File: config.mk
export PLATFORM = sky130hd
export DESIGN_NAME = vc_scheduler
export DESIGN_NICKNAME = d
export VERILOG_FILES = /design/src/rtl/qos_pkg.sv /design/src/rtl/vc_steer.sv /design/src/rtl/vc_scheduler.sv
export SDC_FILE = /design/constraint.sdc
export NUM_CORES = 1
export LEC_CHECK = 0
export ABC_AREA = 1
export BUFFER_PORTS_ARGS = -buffer_cell sky130_fd_sc_hd__buf_2
export CAP_MARGIN = 20
export CORE_ASPECT_RATIO = 0.7
export CORE_MARGIN = 2
export CORE_UTILIZATION = 47
export CTS_CLUSTER_SIZE = 8
export DETAILED_ROUTE_END_ITERATION = 10
export GPL_TIMING_DRIVEN = 0
export MAX_ROUTING_LAYER = met4
export PLACE_DENSITY = 0.81
export SLEW_MARGIN = 10
export SYNTH_ARGS = -nofsm -noshare
export SYNTH_HDL_FRONTEND = slang
export SYNTH_HIERARCHICAL = 1
export SYNTH_SLANG_ARGS = --single-unit
File: constraint.sdc
create_clock -name clk -period 1.6 [get_ports clk]
set_input_delay 0.16 -clock clk [delete_from_list [all_inputs] [get_ports clk]]
set_output_delay 0.16 -clock clk [all_outputs]
set_load 0.05 [all_outputs]
File: src/rtl/qos_pkg.sv
// Shared definitions for the QoS interconnect scheduler.
//   sched_state_e : scheduler FSM encoding (IDLE=0, SERVE_VC0=1, SERVE_VC1=2)
//   TAG_VC0/1     : source tag carried with a popped word through the steer pipe
//   DEFAULT_BW    : word width of the interconnect FIFOs
//   CNT_W         : width of the burst counter
package qos_pkg;

  typedef enum logic [1:0] {
    IDLE      = 2'd0,
    SERVE_VC0 = 2'd1,
    SERVE_VC1 = 2'd2
  } sched_state_e;

  localparam logic TAG_VC0    = 1'b0;
  localparam logic TAG_VC1    = 1'b1;
  localparam int   DEFAULT_BW = 6;
  localparam int   CNT_W      = 3;

endpackage

File: src/rtl/vc_steer.sv
// Two-stage steering pipeline between the VC FIFO read ports and the D FIFOs.
// Stage 1 remembers that a pop happened and which VC it came from; the VC read
// data becomes valid in that cycle and is captured into the destination port
// chosen by word[DEST_BIT]. Stage 2 is the registered D push (wr + data).
// Ports:
//   clk, reset          : clock, synchronous active-high reset
//   pop_vc0, pop_vc1    : pop strobes issued to the VC FIFOs this cycle
//   vc0_data, vc1_data  : VC FIFO read data (valid the cycle after the pop)
//   d0_wr/d0_data       : D0 push strobe and data (data holds when wr is low)
//   d1_wr/d1_data       : D1 push strobe and data
//   busy                : a popped word is still in stage 1 or stage 2
module vc_steer
  import qos_pkg::*;
#(
  parameter int BW       = DEFAULT_BW,
  parameter int DEST_BIT = 4
) (
  input  logic          clk,
  input  logic          reset,
  input  logic          pop_vc0,
  input  logic          pop_vc1,
  input  logic [BW-1:0] vc0_data,
  input  logic [BW-1:0] vc1_data,
  output logic          d0_wr,
  output logic [BW-1:0] d0_data,
  output logic          d1_wr,
  output logic [BW-1:0] d1_data,
  output logic          busy
);

  logic          s1_valid_q, s1_valid_d;
  logic          s1_tag_q, s1_tag_d;
  logic [BW-1:0] word;
  logic          dest;
  logic [1:0]    d_wr_o;
  logic [BW-1:0] d_data_o [2];

  always_comb begin
    s1_valid_d = pop_vc0 | pop_vc1;
    s1_tag_d   = pop_vc1 ? TAG_VC1 : TAG_VC0;
    // The FIFO read data is only valid in the cycle after the pop, so the
    // word is selected by the tag registered alongside the valid bit.
    word       = (s1_tag_q == TAG_VC1) ? vc1_data : vc0_data;
    dest       = word[DEST_BIT];
  end

  always_ff @(posedge clk) begin
    if (reset) begin
      s1_valid_q <= 1'b0;
      s1_tag_q   <= TAG_VC0;
    end else begin
      s1_valid_q <= s1_valid_d;
      s1_tag_q   <= s1_tag_d;
    end
  end

  genvar gi;
  generate
    for (gi = 0; gi < 2; gi++) begin : g_port
      logic          wr_q, wr_d;
      logic [BW-1:0] data_q, data_d;

      always_comb begin
        wr_d   = s1_valid_q & (dest == 1'(gi));
        data_d = wr_d ? word : data_q;
      end

      always_ff @(posedge clk) begin
        if (reset) begin
          wr_q   <= 1'b0;
          data_q <= '0;
        end else begin
          wr_q   <= wr_d;
          data_q <= data_d;
        end
      end

      assign d_wr_o[gi]   = wr_q;
      assign d_data_o[gi] = data_q;
    end
  endgenerate

  assign d0_wr   = d_wr_o[0];
  assign d0_data = d_data_o[0];
  assign d1_wr   = d_wr_o[1];
  assign d1_data = d_data_o[1];
  assign busy    = s1_valid_q | d_wr_o[0] | d_wr_o[1];

endmodule

File: src/rtl/vc_scheduler.sv
// Weighted round-robin scheduler from two VC FIFOs to two destination FIFOs.
// VC0 may take up to WEIGHT_VC0 consecutive pops while VC1 waits, VC1 up to
// WEIGHT_VC1 while VC0 waits. Popped words are steered to D0/D1 by
// word[DEST_BIT] two cycles later. Any downstream almost-full stalls all pops.
// Ports:
//   clk, reset                    : clock, synchronous active-high reset
//   vc0_empty, vc0_rd, vc0_data   : VC0 FIFO flag, pop, read data
//   vc1_empty, vc1_rd, vc1_data   : VC1 FIFO flag, pop, read data
//   d0_almost_full, d0_wr, d0_data: D0 FIFO flag, push, push data
//   d1_almost_full, d1_wr, d1_data: D1 FIFO flag, push, push data
//   sched_idle                    : IDLE with no word in flight
module vc_scheduler
  import qos_pkg::*;
#(
  parameter int BW         = DEFAULT_BW,
  parameter int DEST_BIT   = 4,
  parameter int WEIGHT_VC0 = 3,
  parameter int WEIGHT_VC1 = 1
) (
  input  logic          clk,
  input  logic          reset,
  input  logic          vc0_empty,
  output logic          vc0_rd,
  input  logic [BW-1:0] vc0_data,
  input  logic          vc1_empty,
  output logic          vc1_rd,
  input  logic [BW-1:0] vc1_data,
  input  logic          d0_almost_full,
  output logic          d0_wr,
  output logic [BW-1:0] d0_data,
  input  logic          d1_almost_full,
  output logic          d1_wr,
  output logic [BW-1:0] d1_data,
  output logic          sched_idle
);

  localparam logic [CNT_W-1:0] LAST_VC0 = CNT_W'(WEIGHT_VC0 - 1);
  localparam logic [CNT_W-1:0] LAST_VC1 = CNT_W'(WEIGHT_VC1 - 1);

  sched_state_e     state_q, state_d;
  logic [CNT_W-1:0] cnt_q, cnt_d;
  logic             stall;
  logic             steer_busy;

  // The destination is unknown until the word is read, so either D FIFO
  // being almost full blocks every pop.
  assign stall  = d0_almost_full | d1_almost_full;
  assign vc0_rd = (state_q == SERVE_VC0) & ~vc0_empty & ~stall;
  assign vc1_rd = (state_q == SERVE_VC1) & ~vc1_empty & ~stall;

  always_comb begin
    state_d = state_q;
    cnt_d   = cnt_q;
    if (!stall) begin
      case (state_q)
        IDLE: begin
          if (!vc0_empty)      state_d = SERVE_VC0;
          else if (!vc1_empty) state_d = SERVE_VC1;
        end
        SERVE_VC0: begin
          if (vc0_empty && vc1_empty) begin
            state_d = IDLE;
          end else if (!vc1_empty && ((vc0_rd && cnt_q == LAST_VC0) || vc0_empty)) begin
            state_d = SERVE_VC1;
          end else if (vc0_rd && cnt_q != LAST_VC0) begin
            // With VC1 empty the burst is unlimited; the count parks at the
            // last slot so the switch fires on the first pop after VC1 fills.
            cnt_d = cnt_q + 1'b1;
          end
        end
        SERVE_VC1: begin
          if (vc0_empty && vc1_empty) begin
            state_d = IDLE;
          end else if (!vc0_empty && ((vc1_rd && cnt_q == LAST_VC1) || vc1_empty)) begin
            state_d = SERVE_VC0;
          end else if (vc1_rd && cnt_q != LAST_VC1) begin
            cnt_d = cnt_q + 1'b1;
          end
        end
        default: state_d = IDLE;
      endcase
    end
    if (state_d != state_q) cnt_d = '0;
  end

  always_ff @(posedge clk) begin
    if (reset) begin
      state_q <= IDLE;
      cnt_q   <= '0;
    end else begin
      state_q <= state_d;
      cnt_q   <= cnt_d;
    end
  end

  vc_steer #(
    .BW       (BW),
    .DEST_BIT (DEST_BIT)
  ) u_steer (
    .clk      (clk),
    .reset    (reset),
    .pop_vc0  (vc0_rd),
    .pop_vc1  (vc1_rd),
    .vc0_data (vc0_data),
    .vc1_data (vc1_data),
    .d0_wr    (d0_wr),
    .d0_data  (d0_data),
    .d1_wr    (d1_wr),
    .d1_data  (d1_data),
    .busy     (steer_busy)
  );

  assign sched_idle = (state_q == IDLE) & ~steer_busy;

endmodule

# After elaboration in Yosys (flattened, before gate mapping)
# Cells that the tools add are included.
# word_totals
ff_bits,21
input_bits,18
out_inout_bits,17
# op_classes
n_addsub,1
eq_ne,11
n_mux,17
n_bitwise,16
n_reduce_logical,17
# ops
op,n
3-bit 2-to-1 mux,6
2-bit 2-to-1 mux,7
2-bit inequality test (second input constant),4
8-bit AND reduction,1
1-bit AND,7
1-bit logical AND,7
6-bit 2-to-1 mux,1
2-bit one-hot mux with 3 select lines,1
3-bit one-hot mux with 2 select lines,1
1-bit inverter,5
2-bit by 1-bit inequality test with 1-bit output (second input constant),2
1-bit OR,4
3-bit by 1-bit adder with 3-bit output (second input constant),1
3-bit by 2-bit equality test with 1-bit output (second input constant),1
3-bit zero test,1
3-bit by 2-bit inequality test with 1-bit output (second input constant),1
3-bit nonzero test,1
2-bit by 1-bit equality test with 1-bit output (second input constant),1
2-bit equality test (second input constant),1
1-bit zero test,2
2-bit zero test,1
1-bit logical OR,2
2-bit inequality test,1
2-bit nonzero test,1
other kinds (2),2

# Longest topological paths before layout
# depth
word_depth,12
mapped_depth,16
depth_no_buf,16

# Modules after synthesis
# Netlist, hierarchy kept.
# by_module_without_submodules
mod,n_inst,cells_each,area_each_um2,seq_area_each_um2
vc_steer,1,118,784.5,320.3
vc_scheduler,1,86,529.3,100.1

# Worst setup path before layout
# Ideal clock, no wire load.
# synth_timing
kind,flip-flop to output port
startpoint,reg u_steer.g_port[0].wr_q (netlist: u_steer/d0_wr)
endpoint,out sched_idle
arrival_ps,1523
t_required_ps,1440
path_slack_ps,-83
path_stages_with_launch,3
path_cell_list,dfxtp_1 > or3_1 > nor2_1
# synth_via
elab_chain_len,4
# synth_lines
element,line_no,text
"start, declared",vc_steer.sv:60,"logic wr_q, wr_d;"
"start signal, assigned",vc_steer.sv:73,wr_q <= wr_d;
1-bit OR (2 in a row),vc_steer.sv:87,assign busy = s1_valid_q | d_wr_o[0] | d_wr_o[1];
net steer_busy,vc_scheduler.sv:43,logic steer_busy;
1-bit inverter,vc_scheduler.sv:113,assign sched_idle = (state_q == IDLE) & ~steer_busy;
1-bit AND,vc_scheduler.sv:113,
"end, declared",vc_scheduler.sv:34,output logic sched_idle
# The timed path passes the listed nets, and every way through them passes these cells.

# Worst setup path in the final report
# layout_timing
startpoint,reg state_q[1]
endpoint,reg cnt_q[0]
# layout_via
elab_chain_len,12
word_cells_on_any_way,34
classes_between,eq/ne: 9; mux: 9; bitwise: 4; reduce/logical: 12
# layout_lines
element,line_no,text
"start, declared",vc_scheduler.sv:40,"sched_state_e state_q, state_d;"
"start signal, assigned",vc_scheduler.sv:91,state_q <= state_d;
2-bit equality test / 2-bit by 1-bit equality test with 1-bit output (equally long branches),"vc_scheduler.sv:49, vc_scheduler.sv:55, vc_scheduler.sv:48",
"1-bit AND, on equally long branches (2 in a row)","vc_scheduler.sv:49, vc_scheduler.sv:48",
"1-bit logical AND, on equally long branches","vc_scheduler.sv:74, vc_scheduler.sv:63",
"1-bit logical OR, on equally long branches","vc_scheduler.sv:74, vc_scheduler.sv:63",
"1-bit logical AND, on equally long branches","vc_scheduler.sv:74, vc_scheduler.sv:63",
"2-bit 2-to-1 mux, on equally long branches","vc_scheduler.sv:74, vc_scheduler.sv:63",
"2-bit 2-to-1 mux, on equally long branches","vc_scheduler.sv:72, vc_scheduler.sv:61",
2-bit one-hot mux with 3 select lines,vc_scheduler.sv:55,case (state_q)
2-bit 2-to-1 mux,vc_scheduler.sv:54,if (!stall) begin
2-bit inequality test,vc_scheduler.sv:83,if (state_d != state_q) cnt_d = '0;
2-bit OR reduction (no line),--,
"end signal, assigned",vc_scheduler.sv:92,cnt_q <= cnt_d;
"end, declared",vc_scheduler.sv:41,"logic [CNT_W-1:0] cnt_q, cnt_d;"
# Several ways; a longest one is shown, not always the timed one.
# A chain may end at the register's enable or synchronous reset.

==> impl_metrics.json <==
{
  "status": "finished, violations left",
  "violations": "negative setup slack",
  "die-area_um2": 3240,
  "critical_path_class": "reg -> reg",
  "seqPwrFrac": 0.500,
  "path_max_fanout": 3,
  "layout_setup_ws_ps": -42.5,
  "wire_per_inst_um": 10.5,
  "power_mw": 1.06,
  "port_buffers": 34,
  "clock_path_buffers": 2,
  "start_kind": "flop",
  "clock_sinks": 21,
  "syn-cell-area_um2": 1310,
  "p_switching_mw": 0.294,
  "seq_area_frac_synth": 0.320,
  "ys_ff_latch": 21,
  "syn_area_per_cell_um2": 6.44,
  "num_rows": 15,
  "p_leak_nw": 0.944,
  "max_freq_mhz": 609,
  "die_x_um": 67.2,
  "max_slew.worst_pin.slew_ps": 403,
  "drt_iter0_drc": 38,
  "place.gp.congestion": 0.888,
  "irDropWorstVdd_mv": 0.374,
  "yosysWarningCount": 6,
  "routed_wl_um": 3000,
  "viasPerCell": 4.67,
  "rsz0062_at_grt": "yes",
  "drt_first_pass_iters": 4,
  "grt_pass1_vias": 999,
  "design.portCount": 35,
  "grt_pass1_wl_um": 4280,
  "synth_fp_nets": 229,
  "hold_violations": 0,
  "insertion_delay_ps": 260,
  "hold_class": "in -> reg",
  "antenna_found_initial": 0,
  "required_ps": 1800,
  "period_needed_ps": 1640,
  "drive_gt1_frac": 0.343,
  "cts_buffers": 3,
  "comb_power_share": 0.174,
  "power_frac_clock": 0.327,
  "period_share": 1.03,
  "diodes": 0,
  "die_h_um": 48.2,
  "vias": 1331,
  "syn_to_final_growth_pct": 31.0,
  "worst_clock_skew_ps": 7.59,
  "path_clk_slew_ps": 80,
  "cellPowerDensity_nw_per_um2": 618,
  "grt_max_degree": 13,
  "place_ws_ps": -175,
  "dp_hpwl_um": 2180,
  "synth_cell_types": 26,
  "cap_violations": 0,
  "netlist_instances": 204,
  "p_int_mw": 0.769,
  "drc_errors": 0,
  "htree_levels": 1,
  "critPathArrivalTime_ps": 1850,
  "end_kind": "flop",
  "drv_slew": 0,
  "initial_core_util": 0.515,
  "finalNetCount": 277,
  "setup_tns_ps": -98.8,
  "setup_viol": 3,
  "core-area_um2": 2550,
  "switching_share": 0.277,
  "slew_headroom": 0.731,
  "grt_usage": 0.188,
  "drtAntennaViolNets": 0,
  "cts_tree": "built",
  "grt-ovfl-total": 0,
  "cts_root_buffer": "clkbuf_8"
}
## through the flow
| stage | util | area (um^2) | std cells | hold slack [ps] |
|---|---|---|---|---|
| final | 0.675 | 1720 | 285 | 170 |
| after global routing | 0.675 | 1720 | 285 | 194 |
| after CTS | 0.634 | 1620 | 278 | 161 |
| after detailed placement | 0.599 | 1530 | 272 | 451 |
| after global placement | 0.599 | 1530 | 272 | 441 |
| after floorplan | - | 1320 | 204 | 229 |
## final timing paths
path                           start                 end  slack [ps]  cells after the start
setup / recovery          state_q[1]            cnt_q[0]         -40                     14
hold / removal                 reset          state_q[1]         170                      2
setup reg to reg          state_q[1]            cnt_q[0]         -40                     14
hold reg to reg   u_steer/d0_data[4]  u_steer/d0_data[4]         470                      2
## cell usage after synthesis
cell type / instances / area share
nand4_1: 1 / 0.0048
nand3_2: 1 / 0.0076
buf_6: 1 / 0.0086
inv_2: 3 / 0.0086
a21oi_1: 5 / 0.019
dfxtp_1: 21 / 0.32
a21oi_2: 2 / 0.013
nand2_4: 2 / 0.017
or3_1: 1 / 0.0048
ha_1: 7 / 0.067
nand2_1: 60 / 0.17
nand3_1: 15 / 0.057
nor2_4: 1 / 0.0086
clkbuf_1: 1 / 0.0029
buf_2: 1 / 0.0038
nor2_1: 31 / 0.089
nor3_1: 1 / 0.0038
inv_1: 40 / 0.11
xor2_1: 2 / 0.013
nor2_2: 1 / 0.0048
nand2_8: 1 / 0.015
nor2_8: 1 / 0.015
o211ai_1: 1 / 0.0057
nand2_2: 2 / 0.0095
inv_6: 1 / 0.0067
mux2_2: 1 / 0.0086
## power by group through the flow
stage	clock [mW]	combinational [mW]	sequential, mW
global placement	0	0.154	0.545
floorplan	0	0.0983	0.550
finish	0.348	0.185	0.531
CTS	0.351	0.164	0.530
detailed placement	0	0.156	0.545
global route	0.369	0.201	0.532
## state kept, by name (all words and copies together), names as in the netlist
register / flops
u_steer/d1_wr: 1
cnt_q: 3
u_steer/d0_data: 6
u_steer/d1_data: 6
u_steer/s1_valid_q: 1
u_steer/s1_tag_q: 1
state_q: 2
u_steer/d0_wr: 1
## kinds of logic after synthesis
family,after synthesis,share of synthesized area
adders and majority gates,7,0.0667
buffers and inverters,47,0.145
DFF,21,0.320
muxes,1,0.00857
and+or+nand+nor,118,0.409
xor gates and xnor gates,2,0.0133
AOI/OAI and AO/OA,8,0.0381
## cells in the final DEF (no fill, tap or decap), drive strengths merged
cell / netlist / final
mux2: 1 / 1
xor2: 2 / 2
ha: 7 / 7
o211ai: 1 / 1
nor2: 34 / 34
dfxtp: 21 / 21
inv: 44 / 44
buf: 2 / 44
nand2: 65 / 65
nor3: 1 / 1
nand3: 16 / 16
or3: 1 / 1
clkinv: 0 / 1
a21oi: 7 / 7
nand4: 1 / 1
clkbuf: 1 / 5
## metal layers
layer  vias to the layer above  wire, um  GRT usage
li1                        699         -          -
met1                       584      1480      0.268
met2                        43      1340      0.261
met3                         5       158     0.0485
met4                         0        24     0.0490
met5                         -         0          -
## what timing repair did
action / 4_1_cts / 5_1_grt
buffers inserted: 2 / 7
hold buffers: 0 / 0
gates resized for setup: 11 / 21
setup endpoints to repair: 6 / 5
pin swaps: 0 / 16
## layout make-up
class | instances | area, um^2
plain buffers | 3 | 20.0
inverters | 44 | 175
flip-flops and latches | 21 | 428
repair buffers | 43 | 253
multi-input cells | 136 | 757
clock inverters | 1 | 5.00
fillers | 245 | 831
clock buffers | 3 | 41.3
well taps | 34 | 42.5
## critical path: stages, from the launching register on
cell and delay [ps]:
dfxtp_4 370, inv_4 70, ha_4 140, inv_2 30, nor2_2 100, nand2_2 70
nand2_2 90, nand2_2 60, a21oi_2 130, nand2_1 80, nand3_1 80, nand2_1 60
nor2_2 90, nand3_2 100, nor2_1 110
(Power assumes the default switching activity.)
